===== src/rtl/pim_pkg.sv =====
// pim_pkg
//   Shared definitions for the PIM crossbar write path and its readers
//   (conv_top consumers): address-width helper, loader state encoding and
//   nibble-split width helpers.
package pim_pkg;

  // Width of the write-pulse down-counter (PULSE_CYC is limited to 1..15).
  localparam int unsigned PULSE_CNT_W = 4;

  // Default weight precision and the matching nibble width.
  localparam int unsigned PIM_W_P_DEFAULT = 8;
  localparam int unsigned PIM_NP_DEFAULT  = PIM_W_P_DEFAULT / 2;

  // Loader state encoding.
  typedef enum logic [2:0] {
    LD_IDLE   = 3'd0,
    LD_LOAD   = 3'd1,
    LD_PROG   = 3'd2,
    LD_VERIFY = 3'd3,
    LD_NEXT   = 3'd4,
    LD_DONE   = 3'd5
  } loader_state_e;

  // Number of bits needed to address 'value' entries (minimum 1).
  function automatic int unsigned clogb2(input int unsigned value);
    int unsigned v;
    int unsigned r;
    v = (value > 0) ? value - 1 : 0;
    r = 0;
    while (v > 0) begin
      r = r + 1;
      v = v >> 1;
    end
    if (r == 0) r = 1;
    return r;
  endfunction

  // Nibble width for a weight precision (precision must be even).
  function automatic int unsigned nib_width(input int unsigned w_p);
    return w_p / 2;
  endfunction

endpackage


===== src/rtl/pim_write_pulse_timer.sv =====
// pim_write_pulse_timer
//   Load/count-down counter that produces the crossbar write strobe.
//   A load starts a burst of PULSE_CYC consecutive 'we' cycles beginning the
//   cycle after the load; 'expire' marks the final cycle of the burst.
// Ports
//   clk     system clock
//   rst     synchronous active-low reset
//   load    start (or restart) a pulse burst
//   we      write strobe, high for PULSE_CYC cycles after a load
//   expire  high during the last strobe cycle
module pim_write_pulse_timer
  import pim_pkg::*;
#(
  parameter int unsigned PULSE_CYC = 4
) (
  input  logic clk,
  input  logic rst,
  input  logic load,
  output logic we,
  output logic expire
);

  logic [PULSE_CNT_W-1:0] cnt_q;

  always_ff @(posedge clk) begin
    if (!rst) begin
      cnt_q <= '0;
    end else if (load) begin
      cnt_q <= PULSE_CNT_W'(PULSE_CYC);
    end else if (cnt_q != '0) begin
      cnt_q <= cnt_q - PULSE_CNT_W'(1);
    end
  end

  assign we     = (cnt_q != '0);
  assign expire = (cnt_q == PULSE_CNT_W'(1));

endmodule


===== src/rtl/pim_weight_loader.sv =====
// pim_weight_loader
//   Write side of the PIM crossbar. Takes one column of W_P-bit weights per
//   w_valid/w_ready handshake, holds it, and programs it at the current
//   column address with a PULSE_CYC-cycle write strobe. Upper nibbles drive
//   the HH/LH units, lower nibbles the HL/LL units. DEPTH columns per load,
//   addresses 0..DEPTH-1, then the loader parks in DONE.
//   Optional feature macro: PIM_WRITE_VERIFY_EN (read-back verify with retry).
// Ports
//   clk, rst        clock, synchronous active-low reset
//   start           begin a load (accepted in IDLE or DONE only)
//   w_data/w_valid  column input, row i = w_data[i*W_P +: W_P]
//   w_ready         high only while waiting for a column
//   xbar_addr       column address being programmed
//   xbar_wdata_H/L  upper/lower nibble of each row of the held column
//   xbar_we         write strobe to all four crossbar units
//   xbar_rdata      read-back column (verify build only)
//   busy            load in progress
//   done_flag       load complete
//   err_flag        sticky verify failure (0 without verify)
module pim_weight_loader
  import pim_pkg::*;
#(
  parameter  int unsigned INPUT_SIZE = 32,
  parameter  int unsigned DEPTH      = 32,
  parameter  int unsigned W_P        = PIM_W_P_DEFAULT,
  parameter  int unsigned PULSE_CYC  = 4,
  parameter  int unsigned MAX_RETRY  = 3,
  localparam int unsigned AW         = clogb2(DEPTH),
  localparam int unsigned NP         = nib_width(W_P)
) (
  input  logic                     clk,
  input  logic                     rst,
  input  logic                     start,
  input  logic [INPUT_SIZE*W_P-1:0] w_data,
  input  logic                     w_valid,
  output logic                     w_ready,
  output logic [AW-1:0]            xbar_addr,
  output logic [INPUT_SIZE*NP-1:0] xbar_wdata_H,
  output logic [INPUT_SIZE*NP-1:0] xbar_wdata_L,
  output logic                     xbar_we,
  input  logic [INPUT_SIZE*W_P-1:0] xbar_rdata,
  output logic                     busy,
  output logic                     done_flag,
  output logic                     err_flag
);

  localparam int unsigned DW = INPUT_SIZE * W_P;

  loader_state_e state_q, state_d;
  logic [DW-1:0] hold_q;
  logic [AW-1:0] addr_q;
  logic          handshake;
  logic          last_col;
  logic          tmr_load, tmr_expire;
  logic          addr_clr, addr_inc;

  assign handshake = (state_q == LD_LOAD) && w_valid;
  assign last_col  = (addr_q == AW'(DEPTH - 1));

  pim_write_pulse_timer #(
    .PULSE_CYC (PULSE_CYC)
  ) u_timer (
    .clk    (clk),
    .rst    (rst),
    .load   (tmr_load),
    .we     (xbar_we),
    .expire (tmr_expire)
  );

`ifdef PIM_WRITE_VERIFY_EN
  localparam int unsigned RW = clogb2(MAX_RETRY + 1);

  logic [RW-1:0] retry_q;
  logic          vwait_q;
  logic          err_q;
  logic          retry_inc, retry_clr, err_set, err_clr;
  logic          rd_match;

  assign rd_match = (xbar_rdata == hold_q);
  assign err_flag = err_q;

  // vwait_q marks the cycle the strobe falls; the compare happens one cycle later.
  always_ff @(posedge clk) begin
    if (!rst) begin
      retry_q <= '0;
      vwait_q <= 1'b0;
      err_q   <= 1'b0;
    end else begin
      vwait_q <= (state_q == LD_PROG) && tmr_expire;
      if (retry_clr)      retry_q <= '0;
      else if (retry_inc) retry_q <= retry_q + RW'(1);
      if (err_clr)        err_q <= 1'b0;
      else if (err_set)   err_q <= 1'b1;
    end
  end
`else
  logic unused_cfg;
  assign unused_cfg = ^{xbar_rdata, MAX_RETRY[0]};
  assign err_flag   = 1'b0;
`endif

  always_ff @(posedge clk) begin
    if (!rst) begin
      state_q <= LD_IDLE;
      addr_q  <= '0;
      hold_q  <= '0;
    end else begin
      state_q <= state_d;
      if (handshake) hold_q <= w_data;
      if (addr_clr)      addr_q <= '0;
      else if (addr_inc) addr_q <= addr_q + AW'(1);
    end
  end

  always_comb begin
    state_d  = state_q;
    tmr_load = 1'b0;
    addr_clr = 1'b0;
    addr_inc = 1'b0;
`ifdef PIM_WRITE_VERIFY_EN
    retry_inc = 1'b0;
    retry_clr = 1'b0;
    err_set   = 1'b0;
    err_clr   = 1'b0;
`endif
    case (state_q)
      LD_IDLE: begin
        if (start) begin
          state_d  = LD_LOAD;
          addr_clr = 1'b1;
`ifdef PIM_WRITE_VERIFY_EN
          err_clr  = 1'b1;
`endif
        end
      end
      LD_LOAD: begin
        if (w_valid) begin
          state_d  = LD_PROG;
          tmr_load = 1'b1;
        end
      end
      LD_PROG: begin
        if (tmr_expire) begin
`ifdef PIM_WRITE_VERIFY_EN
          state_d = LD_VERIFY;
`else
          state_d = LD_NEXT;
`endif
        end
      end
`ifdef PIM_WRITE_VERIFY_EN
      LD_VERIFY: begin
        if (!vwait_q) begin
          if (rd_match) begin
            state_d = LD_NEXT;
          end else if (retry_q == RW'(MAX_RETRY)) begin
            state_d = LD_NEXT;
            err_set = 1'b1;
          end else begin
            state_d   = LD_PROG;
            tmr_load  = 1'b1;
            retry_inc = 1'b1;
          end
        end
      end
`endif
      LD_NEXT: begin
`ifdef PIM_WRITE_VERIFY_EN
        retry_clr = 1'b1;
`endif
        if (last_col) begin
          state_d = LD_DONE;
        end else begin
          state_d  = LD_LOAD;
          addr_inc = 1'b1;
        end
      end
      LD_DONE: begin
        if (start) begin
          state_d  = LD_LOAD;
          addr_clr = 1'b1;
`ifdef PIM_WRITE_VERIFY_EN
          err_clr  = 1'b1;
`endif
        end
      end
      default: state_d = LD_IDLE;
    endcase
  end

  always_comb begin
    xbar_wdata_H = '0;
    xbar_wdata_L = '0;
    for (int unsigned i = 0; i < INPUT_SIZE; i++) begin
      xbar_wdata_H[i*NP +: NP] = hold_q[i*W_P+NP +: NP];
      xbar_wdata_L[i*NP +: NP] = hold_q[i*W_P +: NP];
    end
  end

  assign xbar_addr = addr_q;
  assign w_ready   = (state_q == LD_LOAD);
  assign done_flag = (state_q == LD_DONE);
  assign busy      = (state_q == LD_LOAD) || (state_q == LD_PROG) ||
                     (state_q == LD_VERIFY) || (state_q == LD_NEXT);

endmodule


===== config.mk =====
export PLATFORM = sky130hd
export DESIGN_NAME = pim_weight_loader
export DESIGN_NICKNAME = d
export VERILOG_FILES = /design/src/rtl/pim_pkg.sv /design/src/rtl/pim_write_pulse_timer.sv /design/src/rtl/pim_weight_loader.sv
export SDC_FILE = /design/constraint.sdc
export NUM_CORES = 1
export LEC_CHECK = 0
export BUFFER_PORTS_ARGS = -buffer_cell sky130_fd_sc_hd__buf_2
export CORE_AREA = 2 2 306 308
export CTS_CLUSTER_DIAMETER = 120
export DETAILED_ROUTE_END_ITERATION = 10
export DIE_AREA = 0 0 308 310
export GPL_ROUTABILITY_DRIVEN = 0
export SYNTH_ARGS = -nofsm -noshare
export SYNTH_HDL_FRONTEND = slang
export SYNTH_SLANG_ARGS = --single-unit

===== constraint.sdc =====
create_clock -name clk -period 3.9 [get_ports clk]
set_input_delay 0.585 -clock clk [delete_from_list [all_inputs] [get_ports clk]]
set_output_delay 0.585 -clock clk [all_outputs]
set_load 0.05 [all_outputs]

==> flow_summary_export.csv <==
group,metric,value,unit
run_status,status,"complete, no violations",
setup_path,worstPathArrival,1.92,ns
timing,maxSlewHeadroom,45.8,%
clock_tree,post-cts-setup-buffers,0,
timing,hold_slack,0.267,ns
setup_path,critPathRequiredTime,3.31,ns
timing,fmax,399,MHz
clock_tree,cts_made_buffers,34,
placement,place_ws,1.65,ns
hold_path,min_to,"hold_q[162]$_SDFFE_PN0P_",
logic_synthesis,postSynthCellCount,1193,
setup_path,r2r-start,"state_q[0]$_SDFFE_PN0P_",
logic_synthesis,avgSynthCellArea,7.88,um2
floorplanning,die_h,310,um
clock_tree,tritoncts,"done",
logic_synthesis,synthSimpleGateAreaFrac,22.6,%
logic_synthesis,syn_nets,1714,
clock_tree,clock_latency,0.55,ns
setup_path,start_kind,"flip-flop",
logic_synthesis,synth_area,0.00940,mm2
finish,nets,2201,
clock_tree,h-tree-depth,2,
clock_tree,cts-hold-fix-buffers,0,
timing,hold_viol_final,0,
logic_synthesis,seq_area_frac_synth,57.1,%
logic_synthesis,synth_compound_area_share,14.6,%
floorplanning,initial_core_util,10.2,%
pwr,power_density,531,mW/mm2
hold_path,whs_path_depth,3,
timing,fin_crit_sh,64.3,%
floorplanning,ios,782,
timing,min_period,2.51,ns
clock_tree,post_cts_resized,0,
logic_synthesis,synth.top_cell.area_share,57.1,%
drt,firstDrtPassIters,4,
pwr,ir_drop,0.304,mV
global_route,grt_pass1_vias,8597,
timing,rsz0062_at_grt,"false",
setup_path,path_class,"reg -> out",
drt,wl,37000,um
setup_path,cp-end-kind,"primary output",
logic_synthesis,ys_types,36,
finish,finalNonFillerCells,2903,
setup_path,worstReg2RegEnd,"hold_q[133]$_SDFFE_PN0P_",
logic_synthesis,yosys_warnings,0,
drt,vias,9568,
global_route,track_usage,7.13,%
timing,setup_slack,1.39,ns
logic_synthesis,synthArstFlopShare,0,%
logic_synthesis,synthTopCellsByCount,"518 x nand2_1, 268 x dfxtp_1, 261 x a21oi_1",
global_route,antenna_found_initial,4,
timing,slew_violations,0,
placement,dp.cells,2841,
placement,portBuffers,524,
global_route,grt-ovfl-total,0,
floorplanning,dieArea,0.0955,mm2
global_route,grt_max_degree,134,
timing,skew,0.0143,ns
logic_synthesis,synth_flop_cell,"dfxtp_1",
clock_tree,clkTransAtPathRegs,0.06,ns
placement,dp_hpwl,27700,um
finish,drive_gt1_share,35.2,%
logic_synthesis,synth-seq-cells,268,
drt,drcViolationCount,0,
finish,final_core_util,15.7,%
drt,wl_per_cell,12.8,um
pwr,leakage,0.00620,uW
logic_synthesis,synthMuxAreaShare,0.107,%
clock_tree,clockBufferDepth,3,
timing,setup_viol,0,
drt,drt_iter0_markers,609,
logic_synthesis,synth_top_family_by_area,"simple AND/OR/NAND/NOR gates",
finish,area_growth,54.3,%
floorplanning,core-area,0.0925,mm2
floorplanning,rows,112,
global_route,grt_pass1_wl,51400,um
clock_tree,cts_root_buf,"clkbuf_16",
finish,fill_cells,10615,
hold_path,hold_class,"in -> reg",
timing,fin_tns_setup,0,ns
logic_synthesis,synth_edf_count,0,
logic_synthesis,ys_top_cells_by_area,"dfxtp_1 57%, nand2_1 21%, a21oi_1 14%, clkbuf_1 2.2%, buf_2 1.7%",
drt,drtAntennaViolNets,0,
hold_path,min-delay-start,"w_data[162]",
logic_synthesis,synth_most_common_cell,"nand2_1",
logic_synthesis,synthXorXnorAreaFrac,0.466,%
logic_synthesis,synth_fa_ha_area_share,0.666,%
setup_path,crit_fanout,5,
logic_synthesis,yosys.area.top_type,"dfxtp_1",
run,cap_violations,0,
drt,via_per_inst,3.30,
floorplanning,die_x,308,um
clock_tree,clock_sinks,268,
setup_path,r2r_setup_slack,1.58,ns
setup_path,r2r_cells,4,
timing,tightestPinTransition,0.813,ns
## worst max path at each step
stage                             startpoint                         to  depth (start not counted)
3_5_place_dp         state_q[0]$_SDFFE_PN0P_   hold_q[133]$_SDFFE_PN0P_                          4
2_1_floorplan      xbar_addr[0]$_SDFFE_PP0P_  xbar_addr[3]$_SDFFE_PP0P_                          6
6_report       u_timer.cnt_q[0]$_SDFFE_PP0P_                    xbar_we                          4
3_3_place_gp         state_q[0]$_SDFFE_PN0P_   hold_q[133]$_SDFFE_PN0P_                          4
4_1_cts        u_timer.cnt_q[0]$_SDFFE_PP0P_                    xbar_we                          4
5_1_grt        u_timer.cnt_q[0]$_SDFFE_PP0P_                    xbar_we                          4
## per-layer routing
layer	GRT usage, %	up-vias	routed length (um)
met5	0	-	38
met4	3.26	6	1290
met1	7.49	4233	14100
li1	-	4802	-
met3	4.64	59	5560
met2	11.1	468	16000
## power by group
group	switching (uW)	internal, uW	total (uW)	leakage [uW]
clock network	1250	1870	3120	0.000530
logic	1150	410	1560	0.00349
registers	101	2920	3020	0.00218
total	2500	5200	7700	0.00620
## kinds of logic (layout without fill, tap and decap cells)
kind of cell,Yosys count,after routing
simple gates,546,546
flops,268,268
buf+inv,97,609
other cells,1,2
compound gates,270,270
mux,1,1
fa+ha+maj,5,5
xor+xnor,5,5
## registers in the layout, indices dropped and copies added (netlist names)
register	cells
hold_q	256
state_q	3
u_timer.cnt_q	4
xbar_addr	5
## critical path, stage by stage (launching register included)
cell and delay (ns):
dfxtp_1 0.35, inv_1 0.10, ha_1 0.17, or3b_2 0.52, buf_2 0.25
## through the flow
stage                     instance area, um2  total power [uW]
final                                  14500              7700
after global placement                 13400              4640
after floorplan                         9400              4150
after CTS                              14500              7870
after detailed placement               13400              4650
after global routing                   14500              8070
## placed cells by master, fill, tap and decap left out, drive strengths merged, types with 2 or more instances in the layout
master and count:
a21oi 261, ha 5, or3 2, inv 8, clkinv 4, nor2 10, nand2 518, dfxtp 268
or3b 2, buf 542, nor4b 2, xnor2 4, clkinvlp 3, o21ai 2, clkbuf 51, and3 4
## layout make-up
type	count	area, um2	area share [%]
clock buffer	51	1010	6.95
timing repair buffer	542	2860	19.7
tap	1197	1500	10.3
antenna	1	2.50	0.0173
clock inverter	10	93.8	0.647
sequential	268	5370	37.0
inverter	6	30.0	0.207
multi-input combinational	828	3650	25.1
(Power assumes the default switching activity.)
